**config.mk**
```make
export PLATFORM = sky130hd
export DESIGN_NAME = turbo_frame_packer
export DESIGN_NICKNAME = d
export VERILOG_FILES = /design/src/rtl/turbo_frame_packer.sv
export SDC_FILE = /design/constraint.sdc
export NUM_CORES = 1
export LEC_CHECK = 0
export CAP_MARGIN = 20
export CORE_MARGIN = 2
export CORE_UTILIZATION = 45
export CTS_BUF_LIST = sky130_fd_sc_hd__clkbuf_8
export DETAILED_ROUTE_END_ITERATION = 12
export PLACE_DENSITY = 0.67
export SYNTH_ARGS = -nofsm -noshare
export SYNTH_HDL_FRONTEND = slang
export SYNTH_SLANG_ARGS = --single-unit
```
**constraint.sdc**
```tcl
create_clock -name clk_p_i -period 6.2 [get_ports clk_p_i]
set_input_delay 1.86 -clock clk_p_i [delete_from_list [all_inputs] [get_ports clk_p_i]]
set_output_delay 1.86 -clock clk_p_i [all_outputs]
set_load 0.1 [all_outputs]
```
**src/rtl/turbo_frame_packer.sv**
```systemverilog
// Packs SYM_PER_FRAME saturated soft triplets into one frame and counts sync errors.
// Latency: frame valid one cycle after the last accept; in_ready_o drops (HOLD) only when a completed frame finds the output full.
module turbo_frame_packer #(
    parameter int SYM_PER_FRAME = 18,
    parameter int IN_W          = 6,
    parameter int LLR_W         = 4
) (
    input  logic                                  clk_p_i,
    input  logic                                  reset_n_i,
    input  logic                                  sof_i,
    input  logic signed [IN_W-1:0]                sys_i,
    input  logic signed [IN_W-1:0]                par1_i,
    input  logic signed [IN_W-1:0]                par2_i,
    input  logic                                  in_valid_i,
    output logic                                  in_ready_o,
    output logic [3*SYM_PER_FRAME*LLR_W-1:0]      frame_o,
    output logic                                  frame_valid_o,
    input  logic                                  frame_ready_i,
    output logic [7:0]                            sync_err_o
);

    localparam int FLD_W   = SYM_PER_FRAME * LLR_W;
    localparam int FRAME_W = 3 * FLD_W;
    localparam int CNT_W   = $clog2(SYM_PER_FRAME);

    localparam logic [1:0] ST_IDLE = 2'd0;
    localparam logic [1:0] ST_FILL = 2'd1;
    localparam logic [1:0] ST_HOLD = 2'd2;

    localparam logic signed [IN_W-1:0] SAT_MAX = IN_W'(2 ** (LLR_W - 1) - 1);
    localparam logic signed [IN_W-1:0] SAT_MIN = -SAT_MAX;

    logic [1:0]         state;
    logic [CNT_W-1:0]   cnt;
    logic [FRAME_W-1:0] acc;
    logic [FRAME_W-1:0] acc_nxt;
    logic [CNT_W-1:0]   idx;
    logic               accept;
    logic               slot_free;
    logic               err_inc;

    // Symmetric clamp: the most negative LLR code is never emitted.
    function automatic logic [LLR_W-1:0] sat(input logic signed [IN_W-1:0] v);
        if (v > SAT_MAX)
            return SAT_MAX[LLR_W-1:0];
        else if (v < SAT_MIN)
            return SAT_MIN[LLR_W-1:0];
        else
            return v[LLR_W-1:0];
    endfunction

    assign in_ready_o = (state != ST_HOLD);
    assign accept     = in_valid_i && in_ready_o;
    assign slot_free  = !frame_valid_o || frame_ready_i;
    assign err_inc    = accept && (((state == ST_IDLE) && !sof_i) ||
                                   ((state == ST_FILL) &&  sof_i));

    // A start-of-frame restarts from an empty accumulator at symbol 0.
    always_comb begin
        idx     = sof_i ? '0 : cnt;
        acc_nxt = sof_i ? '0 : acc;
        for (int k = 0; k < SYM_PER_FRAME; k++) begin
            if (idx == CNT_W'(k)) begin
                acc_nxt[2*FLD_W + k*LLR_W +: LLR_W] = sat(par1_i);
                acc_nxt[FLD_W   + k*LLR_W +: LLR_W] = sat(sys_i);
                acc_nxt[          k*LLR_W +: LLR_W] = sat(par2_i);
            end
        end
    end

    always_ff @(posedge clk_p_i or negedge reset_n_i) begin
        if (!reset_n_i) begin
            state         <= ST_IDLE;
            cnt           <= '0;
            acc           <= '0;
            frame_o       <= '0;
            frame_valid_o <= 1'b0;
            sync_err_o    <= '0;
        end else begin
            if (frame_valid_o && frame_ready_i)
                frame_valid_o <= 1'b0;

            if (err_inc && (sync_err_o != 8'hFF))
                sync_err_o <= sync_err_o + 8'd1;

            case (state)
                ST_IDLE: begin
                    if (accept && sof_i) begin
                        acc   <= acc_nxt;
                        cnt   <= CNT_W'(1);
                        state <= ST_FILL;
                    end
                end
                ST_FILL: begin
                    if (accept) begin
                        if (sof_i) begin
                            acc <= acc_nxt;
                            cnt <= CNT_W'(1);
                        end else if (cnt == CNT_W'(SYM_PER_FRAME - 1)) begin
                            cnt <= '0;
                            if (slot_free) begin
                                frame_o       <= acc_nxt;
                                frame_valid_o <= 1'b1;
                                state         <= ST_IDLE;
                            end else begin
                                acc   <= acc_nxt;
                                state <= ST_HOLD;
                            end
                        end else begin
                            acc <= acc_nxt;
                            cnt <= cnt + CNT_W'(1);
                        end
                    end
                end
                ST_HOLD: begin
                    if (slot_free) begin
                        frame_o       <= acc;
                        frame_valid_o <= 1'b1;
                        state         <= ST_IDLE;
                    end
                end
                default: state <= ST_IDLE;
            endcase
        end
    end

endmodule
```
=== Yosys cells after proc, flatten, opt, wreduce, memory -nomap -nowiden ===
Index checks and enable logic that the tools add are counted.
Widths: inputs -> output; s select.

* Logic and storage cells: 154
* Bits of input ports: 23
* Output and inout port bits: 226
* Bits in registers: 448

* Magnitude comparators: 6
* Add/sub/neg operators: 2
* Multiplexer cells: 92
* Equal/unequal tests: 29
* Reduce and logical (&&, ||, !) cells: 19

{| class="wikitable"
|+ Operator list
! cell !! number
|-
| $mux 216 || 11
|-
| $pmux 216 s2 || 2
|-
| $mux 4 || 60
|-
| $eq 5x4->1 const B || 8
|-
| $mux 5 || 5
|-
| $eq 5x3->1 const B || 4
|-
| $gt 6x4->1 const B || 3
|-
| $lt 6x4->1 const B || 3
|-
| $eq 5x5->1 const B || 3
|-
| $mux 2 || 6
|-
| $eq 5x2->1 const B || 2
|-
| $ne 2x2->1 const B || 5
|-
| $pmux 5 s2 || 1
|-
| $add 8x1->8 const B || 1
|-
| $ne 8x8->1 const B || 1
|-
| $logic_and 1x1->1 || 7
|-
| $pmux 2 s3 || 1
|-
| $reduce_and 6->1 || 1
|-
| $add 5x1->5 const B || 1
|-
| $eq 5x1->1 const B || 1
|-
| $logic_not 5->1 || 1
|-
| $mux 1 || 5
|-
| $reduce_and 5->1 || 1
|-
| $ne 2x1->1 const B || 2
|-
| 10 further kinds || 13
|}

=== Longest topological paths before layout ===
* Depth after elaboration: 9
* Gate-level depth with buffers: 11

=== Worst setup path after synthesis ===
No wires, ideal clock.

* Kind: register -> output
* From: register state[0]
* To: output in_ready_o
* Stages on the path, launching flop included: 7
* Setup slack: 2.306 ns
* Path buffers: 3
* Arrival time: 2.034 ns
* Cells stage by stage: dfrtp_1 inv_1 ha_1 buf_2 buf_2 inv_1 clkbuf_1

* Longest elaborated chain between the ends: 1

{| class="wikitable"
|+ Ends and longest elaborated chain
! what !! line !! RTL
|-
| from (decl) || 33 || <nowiki>logic [1:0] state;</nowiki>
|-
| from (signal assigned) || 73 || <nowiki>state <= ST_IDLE;</nowiki>
|-
| from (signal assigned) || 91 || <nowiki>state <= ST_FILL;</nowiki>
|-
| from (signal assigned) || 104 || <nowiki>state <= ST_IDLE;</nowiki>
|-
| $ne 2x2->1 || 52 || <nowiki>assign in_ready_o = (state != ST_HOLD);</nowiki>
|-
| to (decl) || 15 || <nowiki>output logic in_ready_o,</nowiki>
|}

Every way passes these cells.

=== Worst setup path in the final report ===
Ends and elaborated chain as after synthesis.

==> impl_metrics.json <==
{
  "status": "complete, no violations",
  "die_y_um": 215.3,
  "final-hold-violation-count": 0,
  "reg2reg_slack_ns": 2.55,
  "fmax_mhz": 193.4,
  "first_pass_iters": 5,
  "postRouteAntennaNets": 0,
  "synth_area_leaders": "dfrtp_1, a22o_1, mux2_2, mux2_1, buf_2",
  "path_buf_inv": 4,
  "hold_depth": 1,
  "grt_pass1_wl_um": 90850,
  "fp.dieW_um": 215.3,
  "cp_slowest_stage_delay_ns": 0.99,
  "synthesis.area_sq_um": 20100,
  "grtUsageTotal": 0.2557,
  "ir_worst_vdd_mv": 0.2469,
  "ff2ff_path_depth": 6,
  "fin_skew_ns": 0.03170,
  "r2r-end": "acc[41]",
  "syn_nets": 1544,
  "fp.dieArea_sq_um": 46360,
  "synth_largest_area_cell": "dfrtp_1",
  "crit_arrival_ns": 3.31,
  "h-tree-depth": 3,
  "maxCapViolations": 0,
  "hold_path.startpoint": "frame_o[88]",
  "start_kind": "flop",
  "synth_flop_cell": "dfrtp_1",
  "critPathTopFamily": "buffers and inverters",
  "cts_setup_buffers": 0,
  "grt-ovfl-total": 0,
  "setup_tns_ns": 0,
  "io_buffer_count": 248,
  "rsz0062_at_grt": "no",
  "dp_hpwl_um": 37790,
  "avgSynthCellArea_sq_um": 13.27,
  "cts_resized": 0,
  "ioPinCount": 249,
  "grt_max_degree": 157,
  "antenna_found_initial": 0,
  "drc": 0,
  "fin_crit_sh": 0.8341,
  "setup_viol": 0,
  "yosysSeqAreaShare": 0.5578,
  "via_count": 14440,
  "worstMarginPinSlew_ns": 1.194,
  "yosys_warnings": 0,
  "ys_types": 72,
  "netlist_instances": 1515,
  "initialDrtViolationCount": 1251,
  "viasPerCell": 6.063,
  "hp-class": "flop to flop",
  "total_power_mw": 9.048,
  "critPathKind": "flop to primary output",
  "root_buffer": "clkbuf_8",
  "clk_pin_slew_worst_paths_ns": 0.06,
  "period_minus_slack_ns": 5.172,
  "synth-edff-count": 0,
  "critPathMostFrequentCell": "inv_1",
  "design_area_sq_um": 24470,
  "crit_required_ns": 4.34,
  "cts_tree": "built",
  "synth-seq-cells": 448,
  "slew_headroom": 0.2043,
  "async_flop_share": 1.000,
  "path_max_fanout": 35,
  "cts-buffers-inserted": 75,
  "synth_common_cells": "dfrtp_1, a22o_1, mux2_2",
  "synthMostInstantiatedCell": "dfrtp_1",
  "wl_per_cell_um": 24.95,
  "drive_gt1_frac": 0.1778,
  "critPathSlowestCell": "clkdlybuf4s50_1",
  "diodes": 0,
  "clock_latency_ns": 0.65,
  "report.final.slew_viol_count": 0,
  "nets": 1761,
  "synth_top_cell_area_share": 0.5578,
  "gp_congestion": 0.8282,
  "cts_hold_buffers": 0,
  "coreArea_sq_um": 44120,
  "post_dp_cell_area_sq_um": 22930,
  "path_cells": "inv_1, ha_2, inv_1, buf_4, clkdlybuf4s50_1",
  "clkSinkCount": 448,
  "initial_core_util": 0.4555,
  "power_density_nw_per_um2": 369.8,
  "clock_path_buffers": 3,
  "routed_wl_um": 59420,
  "p_leak_nw": 11.33,
  "worstReg2RegStart": "state[0]",
  "critPathCaptureType": "primary output",
  "rows": 77,
  "holdPathEnd": "frame_o[88]",
  "area_growth_pct": 21.75,
  "grt_pass1_vias": 14730
}
[where the power goes]
group / switching (mW) / internal [mW]
registers: 0.260 / 3.24
logic: 2.14 / 0.777
clock network: 1.23 / 1.40
total: 3.63 / 5.42
[metrics by stage]
stage               hold WS [ns]  cells  utilization  setup slack (ns)
floorplan                 0.4662   1515            -             2.306
finish                    0.4818   2381       0.5545             1.028
CTS                       0.4855   2376       0.5537            0.9861
detailed placement        0.4738   2242       0.5197             1.331
global placement          0.4659   2241       0.5196             1.348
global route              0.5036   2381       0.5545            0.8775
[flip-flops by register name (all words and copies together), names as in the netlist]
register and count:
frame_o 216, state 2, cnt 5, sync_err_o 8, acc 216, frame_valid_o 1
[final cells by class]
| cell class | instances | area (sq um) |
|---|---|---|
| inverters | 16 | 60.06 |
| fillers | 3797 | 19660 |
| clock inverters | 41 | 217.7 |
| repair buffers | 288 | 2868 |
| multi-input cells | 903 | 8092 |
| flip-flops and latches | 448 | 11210 |
| well taps | 592 | 740.7 |
| clock buffers | 93 | 1280 |
[worst max-delay path by stage]
stage,endpoint,startpoint,cells after the start,slack [ns]
global route,in_ready_o,state[0],5,0.88
global placement,acc[29],in_valid_i,5,1.35
finish,in_ready_o,state[0],5,1.03
CTS,in_ready_o,state[0],5,0.99
detailed placement,acc[57],in_valid_i,5,1.33
floorplan,in_ready_o,state[0],6,2.31
[cells by family (layout without fill, tap and decap cells)]
| kind of cell | count (synthesis) | in the layout | synth area share |
|---|---|---|---|
| simple gates | 128 | 128 | 0.04470 |
| xor+xnor | 10 | 10 | 0.004358 |
| buf+inv | 164 | 438 | 0.04221 |
| flops | 448 | 448 | 0.5578 |
| fa+ha+maj | 6 | 6 | 0.003735 |
| compound gates | 534 | 534 | 0.2215 |
| mux | 225 | 225 | 0.1257 |
[cell usage in the layout, fill, tap and decap left out, types with 4 or more instances in the layout]
cell type,synthesis,layout
a211oi_1,15,15
nor2_2,2,4
nand4_1,5,5
a21oi_1,36,35
nor2_1,26,24
nand2b_1,8,8
dfrtp_1,448,448
nor3_1,16,16
nor2_4,8,8
clkinv_2,0,7
a21boi_0,6,6
a21o_1,4,4
clkbuf_8,0,93
mux2_1,102,102
o21bai_1,5,5
a32o_1,23,23
nand2_1,6,6
nor2b_1,4,4
o2bb2ai_1,6,6
and2_1,12,12
o21ai_0,18,18
o22ai_2,2,4
o21ai_2,4,4
xnor2_1,7,7
mux2_2,117,117
o21ai_1,11,11
ha_1,6,5
o31ai_1,5,5
buf_2,89,4
buf_4,24,32
mux2i_1,6,6
buf_12,0,8
inv_1,16,43
a22o_1,379,379
clkdlybuf4s50_1,0,243
or3_1,4,4
[per-layer routing]
| layer | track usage | wire length [um] | vias to the layer above |
|---|---|---|---|
| li1 | - | - | 6266 |
| met3 | 0.04883 | 3825 | 111 |
| met2 | 0.4076 | 28140 | 572 |
| met1 | 0.3493 | 25590 | 7486 |
| met4 | 0.09333 | 1866 | 0 |
| met5 | 0 | 0 | - |
(Power assumes the default switching activity.)
